--- src/rtl/npu_lane_engine.sv ---
// npu_lane_engine: parallel signed MAC lanes with bias, shift/saturate, ReLU, argmax and output FIFO
module npu_lane_engine #(
  parameter int NUM_LANES  = 4,
  parameter int DATA_W     = 8,
  parameter int ACC_W      = 24,
  parameter int OUT_W      = 16,
  parameter int LEN_W      = 10,
  parameter int IDX_W      = 8,
  parameter int FIFO_DEPTH = 64
) (
  input  logic                           CLKEXT,
  input  logic                           RST_N,
  input  logic                           START,
  input  logic [LEN_W-1:0]               CFG_LEN,
  input  logic [4:0]                     CFG_SHIFT,
  input  logic [NUM_LANES-1:0]           CFG_RELU_BYP,
  input  logic [NUM_LANES*OUT_W-1:0]     BIAS,
  input  logic                           IN_VALID,
  output logic                           IN_READY,
  input  logic [NUM_LANES*DATA_W-1:0]    IN_A,
  input  logic [NUM_LANES*DATA_W-1:0]    IN_B,
  output logic                           OUT_VALID,
  input  logic                           OUT_READY,
  output logic [OUT_W-1:0]               OUT_DATA,
  output logic [$clog2(FIFO_DEPTH):0]    FIFO_LEVEL,
  output logic                           BUSY,
  output logic                           DONE,
  output logic                           ERR_LEN,
  input  logic                           ARGMAX_CLR,
  output logic                           ARGMAX_VLD,
  output logic [OUT_W-1:0]               ARGMAX_VAL,
  output logic [IDX_W-1:0]               ARGMAX_IDX
);
  localparam int AW   = $clog2(FIFO_DEPTH);
  localparam int LP_W = NUM_LANES > 1 ? $clog2(NUM_LANES) : 1;
  localparam logic signed [ACC_W-1:0] SMAX = ACC_W'((64'sd1 <<< (OUT_W - 1)) - 64'sd1);
  localparam logic signed [ACC_W-1:0] SMIN = -SMAX - ACC_W'(1);
  typedef enum logic [1:0] {IDLE, ACCUM, POST, DRAIN} state_t;
  state_t state_q, state_d;
  logic [LEN_W-1:0] len_q, len_d, cnt_q, cnt_d;
  logic [4:0] shift_q, shift_d;
  logic [NUM_LANES-1:0] byp_q, byp_d;
  logic signed [ACC_W-1:0] acc_q [NUM_LANES];
  logic signed [ACC_W-1:0] acc_d [NUM_LANES];
  logic signed [ACC_W-1:0] sh [NUM_LANES];
  logic signed [2*DATA_W-1:0] prod [NUM_LANES];
  logic signed [OUT_W-1:0] sat [NUM_LANES];
  logic signed [OUT_W-1:0] res_q [NUM_LANES];
  logic signed [OUT_W-1:0] res_d [NUM_LANES];
  logic [LP_W-1:0] lane_q, lane_d;
  logic [OUT_W-1:0] mem_q [FIFO_DEPTH];
  logic [AW-1:0] wr_q, wr_d, rd_q, rd_d;
  logic [AW:0] lvl_q, lvl_d;
  logic done_q, done_d, err_q, err_d;
  logic amx_vld_q, amx_vld_d;
  logic signed [OUT_W-1:0] amx_val_q, amx_val_d, push_val;
  logic [IDX_W-1:0] amx_idx_q, amx_idx_d, elem_q, elem_d;
  logic start_ok, hs, last_beat, full, push, pop, last_lane, upd;
  // state register
  always_ff @(posedge CLKEXT or negedge RST_N) begin
    if (!RST_N) state_q <= IDLE;
    else        state_q <= state_d;
  end
  // next-state sequencing
  always_comb begin
    state_d = state_q;
    unique case (state_q)
      IDLE:  state_d = start_ok ? ACCUM : IDLE;
      ACCUM: state_d = last_beat ? POST : ACCUM;
      POST:  state_d = DRAIN;
      DRAIN: state_d = (push && last_lane) ? IDLE : DRAIN;
    endcase
  end
  // FSM-derived strobes and port outputs
  always_comb begin
    start_ok   = state_q == IDLE && START && CFG_LEN != '0;
    hs         = state_q == ACCUM && IN_VALID;
    last_beat  = hs && cnt_q == len_q - LEN_W'(1);
    full       = lvl_q == (AW+1)'(FIFO_DEPTH);
    push       = state_q == DRAIN && !full;
    pop        = lvl_q != '0 && OUT_READY;
    last_lane  = lane_q == LP_W'(NUM_LANES - 1);
    push_val   = res_q[lane_q];
    IN_READY   = state_q == ACCUM;
    BUSY       = state_q != IDLE;
    OUT_VALID  = lvl_q != '0;
    OUT_DATA   = OUT_VALID ? mem_q[rd_q] : '0;
    FIFO_LEVEL = lvl_q;
    DONE       = done_q;
    ERR_LEN    = err_q;
    ARGMAX_VLD = amx_vld_q;
    ARGMAX_VAL = amx_val_q;
    ARGMAX_IDX = amx_idx_q;
  end
  // lane arithmetic, config latch, FIFO pointers and argmax tracking
  always_comb begin
    len_d   = start_ok ? CFG_LEN : len_q;
    shift_d = start_ok ? CFG_SHIFT : shift_q;
    byp_d   = start_ok ? CFG_RELU_BYP : byp_q;
    cnt_d   = start_ok ? '0 : hs ? cnt_q + LEN_W'(1) : cnt_q;
    for (int k = 0; k < NUM_LANES; k++) begin
      prod[k]  = $signed(IN_A[k*DATA_W +: DATA_W]) * $signed(IN_B[k*DATA_W +: DATA_W]);
      acc_d[k] = start_ok ? ACC_W'($signed(BIAS[k*OUT_W +: OUT_W])) : hs ? acc_q[k] + ACC_W'(prod[k]) : acc_q[k];
      sh[k]    = acc_q[k] >>> shift_q;
      sat[k]   = OUT_W'(sh[k] > SMAX ? SMAX : sh[k] < SMIN ? SMIN : sh[k]);
      res_d[k] = state_q != POST ? res_q[k] : (!byp_q[k] && sat[k][OUT_W-1]) ? '0 : sat[k];
    end
    lane_d    = state_q == POST ? '0 : push ? lane_q + LP_W'(1) : lane_q;
    wr_d      = push ? wr_q + AW'(1) : wr_q;
    rd_d      = pop ? rd_q + AW'(1) : rd_q;
    lvl_d     = lvl_q + (AW+1)'(push) - (AW+1)'(pop);
    done_d    = push && last_lane;
    err_d     = state_q == IDLE && START && CFG_LEN == '0;
    upd       = push && (ARGMAX_CLR || !amx_vld_q || push_val > amx_val_q);
    elem_d    = ARGMAX_CLR ? IDX_W'(push) : push ? elem_q + IDX_W'(1) : elem_q;
    amx_vld_d = upd ? 1'b1 : ARGMAX_CLR ? 1'b0 : amx_vld_q;
    amx_val_d = upd ? push_val : ARGMAX_CLR ? '0 : amx_val_q;
    amx_idx_d = upd ? (ARGMAX_CLR ? '0 : elem_q) : ARGMAX_CLR ? '0 : amx_idx_q;
  end
  // datapath and control registers
  always_ff @(posedge CLKEXT or negedge RST_N) begin
    if (!RST_N) begin
      len_q     <= '0;
      cnt_q     <= '0;
      shift_q   <= '0;
      byp_q     <= '0;
      lane_q    <= '0;
      wr_q      <= '0;
      rd_q      <= '0;
      lvl_q     <= '0;
      done_q    <= 1'b0;
      err_q     <= 1'b0;
      amx_vld_q <= 1'b0;
      amx_val_q <= '0;
      amx_idx_q <= '0;
      elem_q    <= '0;
      for (int k = 0; k < NUM_LANES; k++) begin
        acc_q[k] <= '0;
        res_q[k] <= '0;
      end
    end else begin
      len_q     <= len_d;
      cnt_q     <= cnt_d;
      shift_q   <= shift_d;
      byp_q     <= byp_d;
      lane_q    <= lane_d;
      wr_q      <= wr_d;
      rd_q      <= rd_d;
      lvl_q     <= lvl_d;
      done_q    <= done_d;
      err_q     <= err_d;
      amx_vld_q <= amx_vld_d;
      amx_val_q <= amx_val_d;
      amx_idx_q <= amx_idx_d;
      elem_q    <= elem_d;
      for (int k = 0; k < NUM_LANES; k++) begin
        acc_q[k] <= acc_d[k];
        res_q[k] <= res_d[k];
      end
    end
  end
  // FIFO storage; contents are only observable through valid pointers
  always_ff @(posedge CLKEXT) begin
    if (push) mem_q[wr_q] <= push_val;
  end
endmodule

--- config.mk ---
export PLATFORM = sky130hd
export DESIGN_NAME = npu_lane_engine
export DESIGN_NICKNAME = d
export VERILOG_FILES = /design/src/rtl/npu_lane_engine.sv
export SDC_FILE = /design/constraint.sdc
export NUM_CORES = 2
export LEC_CHECK = 0
export CAP_MARGIN = 15
export CORE_MARGIN = 2
export CORE_UTILIZATION = 28
export CTS_BUF_LIST = sky130_fd_sc_hd__clkbuf_4 sky130_fd_sc_hd__clkbuf_8 sky130_fd_sc_hd__clkbuf_16
export DETAILED_ROUTE_END_ITERATION = 8
export SLEW_MARGIN = 25
export SYNTH_ARGS = -nofsm -noshare
export SYNTH_HDL_FRONTEND = slang
export SYNTH_SLANG_ARGS = --single-unit
--- constraint.sdc ---
create_clock -name CLKEXT -period 12.5 [get_ports CLKEXT]
set_input_delay 1.875 -clock CLKEXT [delete_from_list [all_inputs] [get_ports CLKEXT]]
set_output_delay 1.875 -clock CLKEXT [all_outputs]
set_load 0.01 [all_outputs]
==> results.md <==
- The count of buffering cells on the critical path with inverters included is 3.
- Walking the worst path, the cells encountered are buf_12 > buf_4 > mux4_2 > mux4_2 > mux2i_1 > o22ai_1 > clkdlybuf4s50_1.
- The Yosys step of the flow raised 0 warnings.
- The tree is rooted in a clkbuf_16.
- In this design, the critical path's most frequently occurring cell is mux4_2.
- Averaged over all synthesized cells, the footprint is 14.30 um^2.
- The maximum number of pins on one net before global-route repair is 116.
- The finished cells cover 82610 um^2.
- TritonCTS built the clock tree.
- The number of clock sinks is 1271.
- Counting every net in the synthesized netlist gives 5833.
- The per-cell via count in the routed design is 4.868.
- After synthesis the cells add up to 71730 um^2.
- The die span in x is 510.1 um.
- The global-route wire length before repair is 279200 um.
- At the end of routability-driven placement, the weighted congestion stood at 0.8690.
- After detailed placement, the design holds a cell count of 8461.
- Summed over all failing endpoints, the final setup total negative slack is 0 ns.
- Counting the fill cells in the layout gives 24.57k.
- The worst setup path is launched from a flop.
- The half-perimeter wire length after detailed placement is 125800 um.
- The number of clock buffers added by TritonCTS is 137.
- The register area share after synthesis is 0.5149.
- The max-slew headroom at the worst pin is 0.2661.
- The type of the setup path with the least slack is flop to output pin.
- The antenna diode count is 0.
- At the worst endpoint, the required time is 10.62 ns.
- The multi-input logic area is 32160 um^2.
- Dividing the detail-routed wire length by the instance count gives 21.15 um.
- The starting density of the core is 0.2820.
- The worst hold path was traced through 2 stages.
- The level count of the clock H-tree is 4.
- The run finished with clean final reports.
- Clock-pin slew was measured on the worst setup and hold paths at 0.06 ns.
- Setup repair after global routing left no endpoint under its margin.
- The clock skew after layout is 0.07367 ns.
- At the later pin of the worst-skew pair, clock insertion delay measures 0.81 ns.
- The floorplan step defined a core boundary enclosing 254400 um^2.
- The slew at the pin closest to its max-slew limit is 1.097 ns.
- STA classifies the critical path endpoint as an output pin.
- The number of buffers inserted by hold repair at cts is 0.
- The min-delay analysis places its worst path in the category flop to flop.
- The maximum achievable frequency is 0.1321 GHz.
- The final count of hold timing violations is 0.
- The number of port buffers is 205.
- Of the available clock period, the critical path in the final layout requires 0.6054.
- The max capacitance violation total is 0.
- The maximum cell stage delay along the critical path is 0.72 ns.
- The pre-antenna-repair detailed-routing pass consisted of 5 iterations.
- The clock passes through at most 3 buffers.
- The total routing usage reported by global routing is 0.1409.
- The capture instance of the worst register-to-register path is acc_q[95]$_DFFE_PN0P_.
- The via count of the first global-routing pass is 43.97k.
- The worst reg2reg path startpoint is acc_q[78]$_DFFE_PN0P_.
- The post-CTS setup repair buffer count is 0.
- The die area is 260200 um^2.
- Synthesis instantiated 86 different standard cells from the library.
- The number of instances resized during post-cts repair is 0.
- The synthesized design contains 1271 register bits.
- In this run the core area contains 185 standard-cell rows.
- The net count of the finished layout is 6051.
- The proportion of layout cells with a drive suffix above 1 is 0.1526.
- The number of DRC violations after detailed-routing iteration 0 is 3803.
- The total count of max-transition violations in the final report is 0.
- The fraction of synthesis flops using an asynchronous set or reset pin is 0.1943.
- The beginning of the worst hold path is res_q[47]$_DFFE_PN0P_.
- After detailed routing, the total wire length is 184300 um.
- The final period demand of the worst path is 7.568 ns.
- The count of vias placed by the detailed router is 42.41k.
- The number of antenna violations at the first check in global routing is 8.
- The count of final setup violators is 0.
- Counting every instance in the synthesized netlist gives 5016.
- The placed instances occupy a cell area of 77900 um^2.
- The final non-filler cell total is 8713.
- The synthesis-to-finish area growth is 15.17%.
- Across the whole layout, storage elements account for 36960 um^2.
- The count of unresolved DRC violations after routing is 0.
- The die is 510.1 um tall.
- The highest-delay cell along the critical path is buf_4.
- The count of nets left with antenna violations once routing finished came out at 0.
- For hold timing, the worst endpoint is res_q[47]$_DFFE_PN0P_.
- The worst-case reg-to-reg path depth is 17.
- The kind of cell adding the most delay to the critical path is buffers and inverters.
- The number of flops mapped to enable cells by yosys is 1024.
- The maximum fanout encountered on the critical timing path is 88.
- The data arrival time of the worst path is 5.69 ns.
- For this run the aggregate overflow at the end of global routing stands at 0.
- The number of primary I/O pins is 206.
- The most used flip-flop cell after synthesis is edfxtp_1.
- The reg2reg setup slack is 7.02 ns.
synthesized netlist by cell type (16+ instances only):
| master | count | area, um^2 |
|---|---|---|
| o211ai_1 | 25 | 187.7 |
| nand2_1 | 462 | 1734 |
| inv_1 | 419 | 1573 |
| o21bai_1 | 16 | 120.1 |
| ha_1 | 247 | 3090 |
| o21ai_0 | 182 | 910.9 |
| fa_1 | 417 | 8348 |
| a21oi_1 | 164 | 820.8 |
| a22oi_1 | 32 | 240.2 |
| buf_2 | 38 | 190.2 |
| a211oi_1 | 31 | 232.7 |
| edfxtp_1 | 1024 | 30750 |
| mux4_2 | 376 | 8468 |
| o22ai_1 | 21 | 131.4 |
| buf_1 | 29 | 108.9 |
| a31oi_1 | 30 | 187.7 |
| and2_1 | 145 | 907.1 |
| nand3_1 | 38 | 190.2 |
| nand2b_1 | 24 | 150.1 |
| a21o_1 | 33 | 247.7 |
| and3_1 | 22 | 137.6 |
| xor2_1 | 53 | 464.2 |
| dfrtp_1 | 247 | 6181 |
| o21a_1 | 21 | 157.7 |
| nand4_1 | 24 | 150.1 |
| nor3_1 | 29 | 145.1 |
| o31ai_1 | 22 | 165.2 |
| mux2_2 | 23 | 259.0 |
| nor2_1 | 255 | 957.2 |
| xnor2_1 | 76 | 665.6 |
| clkbuf_1 | 152 | 570.6 |
| mux2i_1 | 116 | 1161 |
cell families (layout without fill, tap and decap cells):
family,count (synthesis),after routing,synth area share
multiplexers,526,526,0.1417
AO/OA/AOI/OAI,696,696,0.06315
adder cells (fa/ha/maj),664,664,0.1595
buffers and inverters,666,997,0.03766
flip-flops,1271,1271,0.5149
XOR/XNOR,129,129,0.01575
AND/OR/NAND/NOR,1064,1064,0.06738
tightest hold or removal path, stage by stage (launching register included):
cell     delay [ns]
dfrtp_1        0.34
nand2_1        0.05
nand2_1        0.05
stage by stage:
step	worst slack, ns	hold WS, ns	utilization
after floorplan	5.347	0.4334	-
after global placement	4.078	0.4463	0.3061
after detailed placement	4.504	0.4548	0.3062
after CTS	4.802	0.4680	0.3247
after global routing	4.675	0.4928	0.3247
final	4.932	0.4639	0.3247
registers in the layout (all words and copies together) (netlist names):
signal / flops
DONE: 1
ARGMAX_VLD: 1
wr_q: 6
res_q: 64
cnt_q: 10
ARGMAX_IDX: 8
byp_q: 4
ERR_LEN: 1
lane_q: 2
rd_q: 6
state_q: 2
len_q: 10
ARGMAX_VAL: 16
mem_q: 1024
elem_q: 8
shift_q: 5
FIFO_LEVEL: 7
acc_q: 96
layout by cell type (no fill, tap or decap), types with 22 or more instances in the layout:
cell	netlist	final
fa_1	417	417
clkdlybuf4s50_1	0	204
inv_1	419	418
nand4_1	24	24
o211ai_1	25	25
nand2_1	462	461
buf_4	8	111
edfxtp_1	1024	1024
nand3_1	38	37
xor2_1	53	53
mux4_2	376	376
and2_1	145	140
nor3_1	29	29
clkbuf_4	0	35
clkinv_2	0	22
o21ai_0	182	182
o31ai_1	22	22
xnor2_1	76	76
mux2_2	23	23
nor2_1	255	250
a21o_1	33	33
nand2b_1	24	23
ha_1	247	247
dfrtp_1	247	237
a31oi_1	30	29
a211oi_1	31	31
a22oi_1	32	32
and3_1	22	22
clkbuf_16	0	140
a21oi_1	164	164
mux2i_1	116	116
layer usage:
layer / part of all wire / vias up / GRT usage
met3: 0.060 / 200 / 0.02398
met1: 0.44 / 22070 / 0.1962
met4: 0.016 / 16 / 0.02910
met2: 0.48 / 1234 / 0.2307
li1: - / 18890 / -
met5: 0.00063 / - / 0
worst max path at each step:
stage,start,to,slack [ns],cells past startpoint
after floorplan,IN_B[0],acc_q[95]$_DFFE_PN0P_,5.35,16
after global placement,IN_B[0],acc_q[95]$_DFFE_PN0P_,4.08,17
after detailed placement,IN_B[0],acc_q[95]$_DFFE_PN0P_,4.50,17
after CTS,rd_q[0]$_DFFE_PN0P_,OUT_DATA[1],4.80,7
after global routing,rd_q[0]$_DFFE_PN0P_,OUT_DATA[1],4.68,7
final,rd_q[0]$_DFFE_PN0P_,OUT_DATA[1],4.93,7
final cells by class:
cell class / count / area share
clock buffer: 184 / 0.04709
clock inverter: 68 / 0.009920
inverter: 424 / 0.01927
multi-input combinational: 3079 / 0.3893
sequential: 1271 / 0.4473
tap: 3366 / 0.05098
timing repair buffer: 321 / 0.03608
Power is not shown: default switching activity piles up to over one toggle a cycle in this logic, so the estimate is an artifact.
